===== src/rtl/iopad_pkg.sv =====
// Shared definitions for the serial pad transfer block: FSM state encoding,
// default configuration constants and a small sizing helper.
package iopad_pkg;

  localparam int DW_DEF   = 8;
  localparam int DIV_DEF  = 4;
  localparam int TURN_DEF = 2;
  localparam int TMO_DEF  = 64;

  typedef enum logic [3:0] {
    S_IDLE,
    S_TX_START,
    S_TX_DATA,
    S_TX_STOP,
    S_TURN,
    S_RX_WAIT,
    S_RX_DATA,
    S_RX_STOP,
    S_DONE
  } state_t;

  // Larger of two integers, used to size the shared wait counter.
  function automatic int max_int(input int a, input int b);
    return (a > b) ? a : b;
  endfunction

endpackage


===== src/rtl/iopad_sync.sv =====
// Two-flop synchronizer for the asynchronous pad input. Both flops reset to 1
// so an idle (high) line never looks like a start bit after reset.
module iopad_sync (
  input  logic clk,
  input  logic rst,
  input  logic d,
  output logic q
);

  logic meta_reg;

  // Double-register the pad value into the clk domain.
  always_ff @(posedge clk or posedge rst) begin
    if (rst) begin
      meta_reg <= 1'b1;
      q        <= 1'b1;
    end else begin
      meta_reg <= d;
      q        <= meta_reg;
    end
  end

endmodule


===== src/rtl/iopad_xfer.sv =====
// Half-duplex serial pad transfer engine. Sends start + DW data bits (LSB
// first) + stop, then optionally turns the line around and receives a word
// framed the same way. Optional feature macro: IOPAD_XFER_PARITY_EN adds one
// even-parity bit after the data in both directions.
module iopad_xfer
  import iopad_pkg::*;
#(
  parameter int DW   = DW_DEF,
  parameter int DIV  = DIV_DEF,
  parameter int TURN = TURN_DEF,
  parameter int TMO  = TMO_DEF
) (
  input  logic          clk,
  input  logic          rst,
  input  logic          req_valid,
  output logic          req_ready,
  input  logic [DW-1:0] req_data,
  input  logic          req_rd,
  output logic          rsp_valid,
  output logic [DW-1:0] rsp_data,
  output logic          rsp_err,
  output logic          pad_dout,
  output logic          pad_dout_en,
  input  logic          pad_din,
  output logic          busy
);

`ifdef IOPAD_XFER_PARITY_EN
  localparam int NB = DW + 1;
`else
  localparam int NB = DW;
`endif
  localparam int DCW = $clog2(DIV);
  localparam int BCW = $clog2(DW + 1);
  localparam int WCW = $clog2(max_int(TMO, TURN) + 1);

  localparam logic [DCW-1:0] DIV_LAST  = DCW'(DIV - 1);
  localparam logic [DCW-1:0] DIV_MID   = DCW'(DIV / 2);
  localparam logic [DCW-1:0] DIV_ONE   = DCW'(1);
  localparam logic [BCW-1:0] NB_LAST   = BCW'(NB - 1);
  localparam logic [WCW-1:0] TURN_LAST = WCW'(TURN - 1);
  localparam logic [WCW-1:0] TMO_LAST  = WCW'(TMO - 1);
  localparam logic [WCW-1:0] TMO_MAX   = WCW'(TMO);

  state_t          state_reg, state_next;
  logic [DCW-1:0]  div_cnt_reg, div_cnt_next;
  logic [BCW-1:0]  bit_cnt_reg, bit_cnt_next;
  logic [WCW-1:0]  wait_cnt_reg, wait_cnt_next;
  logic [NB-1:0]   tx_shift_reg, tx_shift_next;
  logic [NB-1:0]   rx_shift_reg, rx_shift_next;
  logic            rd_reg, rd_next;
  logic            skip_reg, skip_next;
  logic [DW-1:0]   rsp_data_reg, rsp_data_next;
  logic            rsp_err_reg, rsp_err_next;
  logic            sync_din;
  logic [NB-1:0]   tx_frame;
  logic            par_err;

  iopad_sync u_sync (
    .clk (clk),
    .rst (rst),
    .d   (pad_din),
    .q   (sync_din)
  );

  // Build the outgoing data/parity word and check the incoming one.
  always_comb begin
`ifdef IOPAD_XFER_PARITY_EN
    tx_frame = {^req_data, req_data};
    par_err  = ^rx_shift_reg;
`else
    tx_frame = req_data;
    par_err  = 1'b0;
`endif
  end

  // State and datapath registers; reset releases the pad immediately.
  always_ff @(posedge clk or posedge rst) begin
    if (rst) begin
      state_reg    <= S_IDLE;
      div_cnt_reg  <= '0;
      bit_cnt_reg  <= '0;
      wait_cnt_reg <= '0;
      tx_shift_reg <= '0;
      rx_shift_reg <= '0;
      rd_reg       <= 1'b0;
      skip_reg     <= 1'b0;
      rsp_data_reg <= '0;
      rsp_err_reg  <= 1'b0;
    end else begin
      state_reg    <= state_next;
      div_cnt_reg  <= div_cnt_next;
      bit_cnt_reg  <= bit_cnt_next;
      wait_cnt_reg <= wait_cnt_next;
      tx_shift_reg <= tx_shift_next;
      rx_shift_reg <= rx_shift_next;
      rd_reg       <= rd_next;
      skip_reg     <= skip_next;
      rsp_data_reg <= rsp_data_next;
      rsp_err_reg  <= rsp_err_next;
    end
  end

  // Next-state logic: bit timing, framing and response capture.
  always_comb begin
    state_next    = state_reg;
    div_cnt_next  = div_cnt_reg;
    bit_cnt_next  = bit_cnt_reg;
    wait_cnt_next = wait_cnt_reg;
    tx_shift_next = tx_shift_reg;
    rx_shift_next = rx_shift_reg;
    rd_next       = rd_reg;
    skip_next     = skip_reg;
    rsp_data_next = rsp_data_reg;
    rsp_err_next  = rsp_err_reg;
    case (state_reg)
      S_IDLE: begin
        if (req_valid) begin
          tx_shift_next = tx_frame;
          rd_next       = req_rd;
          div_cnt_next  = '0;
          state_next    = S_TX_START;
        end
      end
      S_TX_START: begin
        if (div_cnt_reg == DIV_LAST) begin
          div_cnt_next = '0;
          bit_cnt_next = '0;
          state_next   = S_TX_DATA;
        end else begin
          div_cnt_next = div_cnt_reg + 1'b1;
        end
      end
      S_TX_DATA: begin
        if (div_cnt_reg == DIV_LAST) begin
          div_cnt_next  = '0;
          tx_shift_next = {1'b1, tx_shift_reg[NB-1:1]};
          if (bit_cnt_reg == NB_LAST) begin
            state_next = S_TX_STOP;
          end else begin
            bit_cnt_next = bit_cnt_reg + 1'b1;
          end
        end else begin
          div_cnt_next = div_cnt_reg + 1'b1;
        end
      end
      S_TX_STOP: begin
        if (div_cnt_reg == DIV_LAST) begin
          div_cnt_next  = '0;
          wait_cnt_next = '0;
          state_next    = rd_reg ? S_TURN : S_IDLE;
        end else begin
          div_cnt_next = div_cnt_reg + 1'b1;
        end
      end
      S_TURN: begin
        if (wait_cnt_reg == TURN_LAST) begin
          wait_cnt_next = '0;
          state_next    = S_RX_WAIT;
        end else begin
          wait_cnt_next = wait_cnt_reg + 1'b1;
        end
      end
      S_RX_WAIT: begin
        if (!sync_din) begin
          // The detection cycle is count 0 of the start bit; the first
          // RX_DATA period finishes off the start bit before data begins.
          div_cnt_next = DIV_ONE;
          bit_cnt_next = '0;
          skip_next    = 1'b1;
          state_next   = S_RX_DATA;
        end else if (wait_cnt_reg == TMO_LAST) begin
          rsp_data_next = '0;
          rsp_err_next  = 1'b1;
          state_next    = S_DONE;
        end else if (wait_cnt_reg != TMO_MAX) begin
          wait_cnt_next = wait_cnt_reg + 1'b1;
        end
      end
      S_RX_DATA: begin
        if (!skip_reg && div_cnt_reg == DIV_MID) begin
          rx_shift_next = {sync_din, rx_shift_reg[NB-1:1]};
        end
        if (div_cnt_reg == DIV_LAST) begin
          div_cnt_next = '0;
          if (skip_reg) begin
            skip_next = 1'b0;
          end else if (bit_cnt_reg == NB_LAST) begin
            state_next = S_RX_STOP;
          end else begin
            bit_cnt_next = bit_cnt_reg + 1'b1;
          end
        end else begin
          div_cnt_next = div_cnt_reg + 1'b1;
        end
      end
      S_RX_STOP: begin
        if (div_cnt_reg == DIV_MID) begin
          rsp_data_next = rx_shift_reg[DW-1:0];
          rsp_err_next  = !sync_din || par_err;
          div_cnt_next  = '0;
          state_next    = S_DONE;
        end else begin
          div_cnt_next = div_cnt_reg + 1'b1;
        end
      end
      S_DONE: begin
        state_next = S_IDLE;
      end
      default: begin
        state_next = S_IDLE;
      end
    endcase
  end

  // Outputs decoded from state so reset releases the pad with no clock edge.
  always_comb begin
    req_ready   = (state_reg == S_IDLE);
    busy        = (state_reg != S_IDLE);
    rsp_valid   = (state_reg == S_DONE);
    rsp_data    = rsp_data_reg;
    rsp_err     = rsp_err_reg;
    pad_dout_en = 1'b0;
    pad_dout    = 1'b1;
    case (state_reg)
      S_TX_START: begin
        pad_dout_en = 1'b1;
        pad_dout    = 1'b0;
      end
      S_TX_DATA: begin
        pad_dout_en = 1'b1;
        pad_dout    = tx_shift_reg[0];
      end
      S_TX_STOP: begin
        pad_dout_en = 1'b1;
      end
      default: ;
    endcase
  end

endmodule


===== config.mk =====
export PLATFORM = sky130hd
export DESIGN_NAME = iopad_xfer
export DESIGN_NICKNAME = d
export VERILOG_FILES = /design/src/rtl/iopad_pkg.sv /design/src/rtl/iopad_sync.sv /design/src/rtl/iopad_xfer.sv
export SDC_FILE = /design/constraint.sdc
export NUM_CORES = 1
export LEC_CHECK = 0
export CORE_MARGIN = 3
export CORE_UTILIZATION = 60
export CTS_BUF_LIST = sky130_fd_sc_hd__clkbuf_8 sky130_fd_sc_hd__clkbuf_16
export DETAILED_ROUTE_END_ITERATION = 7
export PLACE_DENSITY = 0.84
export SETUP_SLACK_MARGIN = 0.15
export SYNTH_ARGS = -nofsm -noshare
export SYNTH_HDL_FRONTEND = slang
export SYNTH_HIERARCHICAL = 1
export SYNTH_SLANG_ARGS = --single-unit

===== constraint.sdc =====
create_clock -name clk -period 5.4 [get_ports clk]
set_clock_uncertainty 0.2 [all_clocks]
set_input_delay 1.62 -clock clk [delete_from_list [all_inputs] [get_ports clk]]
set_output_delay 1.62 -clock clk [all_outputs]
set_load 0.02 [all_outputs]

==> results of run 1 <==
## path summary, 6_finish.rpt
kind                                                 from                     endpoint  slack (ns)  depth (start not counted)
worst max-delay path             state_reg[0]$_DFFE_PP0P_                     pad_dout        1.38                          4
worst min-delay path            u_sync/meta_reg$_DFF_PP1_           u_sync/q$_DFF_PP1_        0.17                          0
worst max register to register   state_reg[2]$_DFFE_PP0P_          rsp_err$_DFFE_PP0P_        2.73                          3
worst min register to register  u_sync/meta_reg$_DFF_PP1_           u_sync/q$_DFF_PP1_        0.17                          0
max in group asynchronous                             rst  tx_shift_reg[5]$_DFFE_PP0P_        3.07                          3
min in group asynchronous                             rst    u_sync/meta_reg$_DFF_PP1_        1.46                          2
## layout by cell type, fill, tap and decap left out, types with 2 or more instances in the layout
cell type        synthesis  final
nand2_1                 21     21
a22o_1                   8      8
o22ai_1                  2      2
nor3b_1                  3      3
clkbuf_8                 0      5
o31ai_1                  2      2
inv_1                   15     15
mux2_1                   2      2
nor3_1                   7      7
o32ai_1                  2      2
o21ai_0                 21     21
a32oi_1                  2      2
a21oi_1                 10     10
dfrtp_1                 44     44
nand3_1                 10     10
o21a_1                   2      2
nor2_1                  12     12
dfstp_2                  2      2
a21o_1                   3      3
ha_1                     8      8
o2bb2ai_1                2      2
nand2b_1                 8      8
nor2b_1                  3      3
mux2_2                   9      9
mux2i_1                 10     10
clkdlybuf4s50_1          0     26
a211o_1                  2      2
and3_1                   2      2
## stage by stage
stage	std cells	setup WS, ns	total power [mW]	utilization	instance area [µm²]
global placement	307	1.77	0.849	0.716	2720
global route	315	1.16	1.17	0.742	2820
finish	315	1.38	1.09	0.742	2820
detailed placement	307	1.73	0.865	0.716	2720
CTS	315	1.39	1.09	0.742	2820
floorplan	244	1.75	0.752	-	2440
## area by class of cell
type	instances	area [µm²]	area share
Multi-Input combinational cell	171	1180	0.420
Sequential cell	46	1150	0.409
Timing Repair Buffer	27	268	0.0950
Clock buffer	5	68.8	0.0244
Tap cell	48	60.1	0.0213
Inverter	15	56.3	0.0200
Clock inverter	3	27.5	0.00977
## report_power, final
| part | switching [mW] | internal [mW] |
|---|---|---|
| combinational | 0.212 | 0.165 |
| sequential | 0.0775 | 0.404 |
| clock | 0.133 | 0.0961 |
| total | 0.423 | 0.665 |
## logic make-up (layout without fill, tap and decap cells)
family | after synthesis | after routing | share of synthesized area
mux | 21 | 21 | 0.0917
simple gates | 77 | 77 | 0.170
compound gates | 65 | 65 | 0.182
buf+inv | 27 | 50 | 0.0430
flops | 46 | 46 | 0.472
fa+ha+maj | 8 | 8 | 0.0410
## routing by layer
metal,wire length (µm),up-vias,GRT usage
li1,-,927,-
met1,2230,904,0.298
met2,2430,55,0.344
met3,288,11,0.0565
met4,78,0,0.0681
met5,0,-,0
==> run_results.csv, run 1 <==
group,metric,value,unit
die,die_w,69.8,µm
timing,setup_viol_count_final,0,
layout,n_antenna_cell,0,
grt,grt_overflow,0,
routing,drcViolationCount,0,
die,dieArea,4870,µm²
clock_tree,htreeDepth,2,
worst_setup_path,critPathBufInv,2,
grt,grt_pass1_vias,1863,
synth,postSynthAreaPerCell,10.0,µm²
clock_tree,cts_setup_buffers,0,
clock_tree,clock-sinks,46,
synth,ys_seq_area_frac,0.472,
hold_path,hold_class,"reg -> reg",
routing,dr.pass1.iters,4,
timing,fin_worst_hold_slack,0.168,ns
clock_tree,clkTransAtPathRegs,0.10,ns
synth,synthCells,244,
placed_design,routabilityCongestion,0.940,
layout,nFillCells,286,
synth,synth-edff-count,0,
power_and_ir_drop,vdd_drop_max,257,µV
placed_design,place_hpwl,3490,µm
synth,synth_most_common_cell,"dfrtp_1",
synth,synth_ff_type,"dfrtp_1",
die,start_util,0.643,
routing,vias_per_cell,6.02,
status,status,"completed",
routing,ant_nets,0,
synth,synth_async_sr_flop_share,1.00,
synth,synth_nets,265,
worst_setup_path,crit_path_max_incr_delay,0.79,ns
routing,wire_per_inst,16.0,µm
worst_setup_path,worst-path-max-fanout,23,
synth,syn_area,2440,µm²
synth,ys_types,49,
power_and_ir_drop,p_per_area,386,nW/µm²
die,core.rowCount,22,
power_and_ir_drop,p_leak,1.26,nW
worst_setup_path,crit_type,"reg -> out",
synth,synth.largest_area_cell,"dfrtp_1",
timing,tightestPinTransition,1.06,ns
timing,finalCriticalPeriod,4.02,ns
worst_setup_path,path_cells,"inv_1, nor2_1, o21ai_0, clkdlybuf4s50_1",
die,die_height,69.8,µm
worst_setup_path,cp-end-kind,"output port",
worst_setup_path,worst_path_max_delay_cell,"dfrtp_1",
timing,finalCritPeriodShare,0.744,
job,drv_cap,0,
timing,relSlewSlack,0.289,
timing,fmax,249,MHz
grt,grt_max_degree,45,
clock_tree,ctsResizeCount,0,
routing,vias,1897,
clock_tree,hold_buffers,0,
grt,grtUsageTotal,0.219,
grt,grt_pass1_wl,8680,µm
timing,setup_tns,0,ns
die,ios,27,
worst_setup_path,crit_family,"flip-flops",
clock_tree,cts_root_buf,"clkbuf_8",
die,core,3800,µm²
timing,timing.final.hold_violations,0,
worst_setup_path,worstPathRequired,3.58,ns
clock_tree,cts_buffers,5,
synth,ys_warn_count,6,
clock_tree,cts_tree,"done",
synth,ys_ff_latch,46,
placed_design,io_buffers,26,
grt,antenna_found_initial,0,
worst_setup_path,arrival,2.20,ns
synth,synthTopCellsByArea,"dfrtp_1 (45%), o21ai_0 (4.3%), mux2_2 (4.1%), ha_1 (4.1%), mux2i_1 (4.1%)",
timing,report.final.slew_viol_count,0,
synth,synth_top_area_share,0.451,
clock_tree,worstSkewPairLatency,0.31,ns
layout,layout.nets,287,
layout,area_growth,15.4,%
synth,ys_top_cells_by_count,"dfrtp_1 (44), nand2_1 (21), o21ai_0 (21)",
routing,drtIter0Drc,127,
clock_tree,clockBufferDepth,2,
timing,rsz0062_at_grt,"false",
routing,routed_wl,5030,µm
layout,layout-drive-gt1-share,0.0974,
worst_setup_path,crit_path_start_kind,"register",
Note: power is estimated with default switching activity, not from simulation.
==> run 2: changes to the inputs <==
CORE_UTILIZATION = 56   (was 60)
PLACE_DENSITY = 0.79   (was 0.84)
clock period = 3.79 ns   (was 5.4 ns; I/O delays follow)
==> run 2 against run 1 <==
Net effect: wire length decreased by 2.5%; sequential power increased by 37%; cell area is 0.93% higher; register-to-register slack worse by 1.3 ns; first-iteration DRC count grew 3.1%; critical path type unchanged; critical endpoint is now req_ready; largest cell class unchanged; highest routed layer unchanged.
==> run_results.csv, run 2 (same netlist as run 1, synthesis figures left out) <==
group,metric,value,unit
timing,fmax,288,MHz
routing,wire_per_inst,15.3,µm
timing,report.final.slew_viol_count,0,
worst_setup_path,crit_path_start_kind,"register",
die,die_w,72.0,µm
clock_tree,cts_tree,"done",
timing,rsz0062_at_grt,"false",
worst_setup_path,crit_type,"reg -> out",
worst_setup_path,r2r_slack,1.40,ns
hold_path,hold_path_depth,0,
timing,finalCritPeriodShare,0.915,
routing,dr.pass1.iters,4,
routing,vias_per_cell,5.96,
timing,finalCriticalPeriod,3.47,ns
hold_path,hold_start,"u_sync/meta_reg$_DFF_PP1_",
layout,layout-drive-gt1-share,0.111,
worst_setup_path,worstPathRequired,2.45,ns
worst_setup_path,worst-path-max-fanout,18,
layout,area_growth,16.4,%
die,dieArea,5190,µm²
placed_design,place_hpwl,3460,µm
job,drv_cap,0,
placed_design,place_ws,0.650,ns
routing,vias,1912,
grt,grt_pass1_vias,1905,
worst_setup_path,rr_endpoint,"state_reg[0]$_DFFE_PP0P_",
power_and_ir_drop,power,1.54,mW
layout,n_antenna_cell,0,
die,die_height,72.0,µm
layout,nFillCells,337,
layout,final_util,0.691,
worst_setup_path,worstSetupEndpoint,"req_ready",
placed_design,routabilityCongestion,0.890,
timing,setup_tns,0,ns
timing,setup_ws,0.321,ns
clock_tree,clockBufferDepth,2,
power_and_ir_drop,p_per_area,543,nW/µm²
clock_tree,clkTransAtPathRegs,0.08,ns
die,core,4120,µm²
hold_path,hold_class,"reg -> reg",
power_and_ir_drop,vdd_drop_max,356,µV
die,ios,27,
worst_setup_path,arrival,2.13,ns
worst_setup_path,cp-end-kind,"output port",
placed_design,io_buffers,26,
clock_tree,ctsResizeCount,0,
grt,grt_max_degree,45,
status,status,"completed",
die,core.rowCount,23,
layout,layout_commonest_cell,"dfrtp_1",
layout,most-common-layout-cells,"dfrtp_1 (44), clkdlybuf4s50_1 (26), nand2_1 (21), o21ai_0 (21), inv_1 (15)",
grt,grt_pass1_wl,8540,µm
routing,drtIter0Drc,131,
power_and_ir_drop,p_leak,1.27,nW
clock_tree,cts_root_buf,"clkbuf_8",
clock_tree,worstSkewPairLatency,0.30,ns
grt,antenna_found_initial,0,
timing,tightestPinTransition,0.596,ns
clock_tree,cts_setup_buffers,0,
grt,grt_overflow,0,
die,start_util,0.593,
timing,timing.final.hold_violations,0,
timing,relSlewSlack,0.598,
timing,setup_viol_count_final,0,
routing,drcViolationCount,0,
routing,ant_nets,0,
timing,fin_worst_hold_slack,0.160,ns
routing,routed_wl,4900,µm
clock_tree,htreeDepth,2,
worst_setup_path,startpoint,"state_reg[1]$_DFFE_PP0P_",
worst_setup_path,rr_startpoint,"wait_cnt_reg[3]$_DFFE_PP0P_",
clock_tree,cts_buffers,5,
clock_tree,clock-sinks,46,
worst_setup_path,ff2ff_path_depth,4,
grt,grtUsageTotal,0.207,
layout,layout.nets,291,
clock_tree,hold_buffers,0,
[run 2: changes by cell type in the layout (fill, tap and decap cells not counted), sizes merged]
cell | previous run | this run
buf | 1 | 5
clkinv | 0 | 2
inv | 17 | 15
[run 2: report_power, final]
part | internal, mW | switching (mW) | total, mW | leakage (nW)
combinational | 0.245 | 0.338 | 0.583 | 0.617
sequential | 0.576 | 0.0821 | 0.659 | 0.613
clock | 0.130 | 0.173 | 0.303 | 0.0441
[run 2: worst min path at each step]
stage | endpoint | slack [ns]
3_5_place_dp | u_sync/q$_DFF_PP1_ | 0.15
4_1_cts | u_sync/q$_DFF_PP1_ | 0.16
5_1_grt | u_sync/q$_DFF_PP1_ | 0.16
2_1_floorplan | u_sync/q$_DFF_PP1_ | 0.15
3_3_place_gp | u_sync/q$_DFF_PP1_ | 0.15
6_report | u_sync/q$_DFF_PP1_ | 0.16
[run 2: critical path, cell delays in order (launching register included)]
cell,delay (ns)
dfrtp_1,0.59
nor4_1,0.55
clkdlybuf4s50_1,0.70
[run 2: per-stage QoR]
stage	cells	cell area, µm²
floorplan	244	2440
global placement	313	2750
detailed placement	313	2750
CTS	321	2840
global route	321	2840
finish	321	2840
[run 2: layout make-up]
cell class	count	area [µm²]	share of cell area
Clock buffer	5	68.8	0.0242
Clock inverter	3	21.3	0.00748
Inverter	15	56.3	0.0198
Multi-Input combinational cell	171	1180	0.416
Sequential cell	46	1150	0.406
Tap cell	50	62.6	0.0220
Timing Repair Buffer	31	298	0.105
[run 2: metal layers]
layer,wire length (µm),GRT usage,vias to the layer above,share of wire
met5,0,0,-,0
met2,2330,0.336,46,0.48
met4,76,0.0856,0,0.016
li1,-,-,928,-
met3,209,0.0319,9,0.043
met1,2280,0.279,929,0.47
==> run 3: changes to the inputs <==
CAP_MARGIN = 20   (was default)
==> results of run 3 <==
Same layout as run 2: the final DEF is identical, and so are final timing and power.
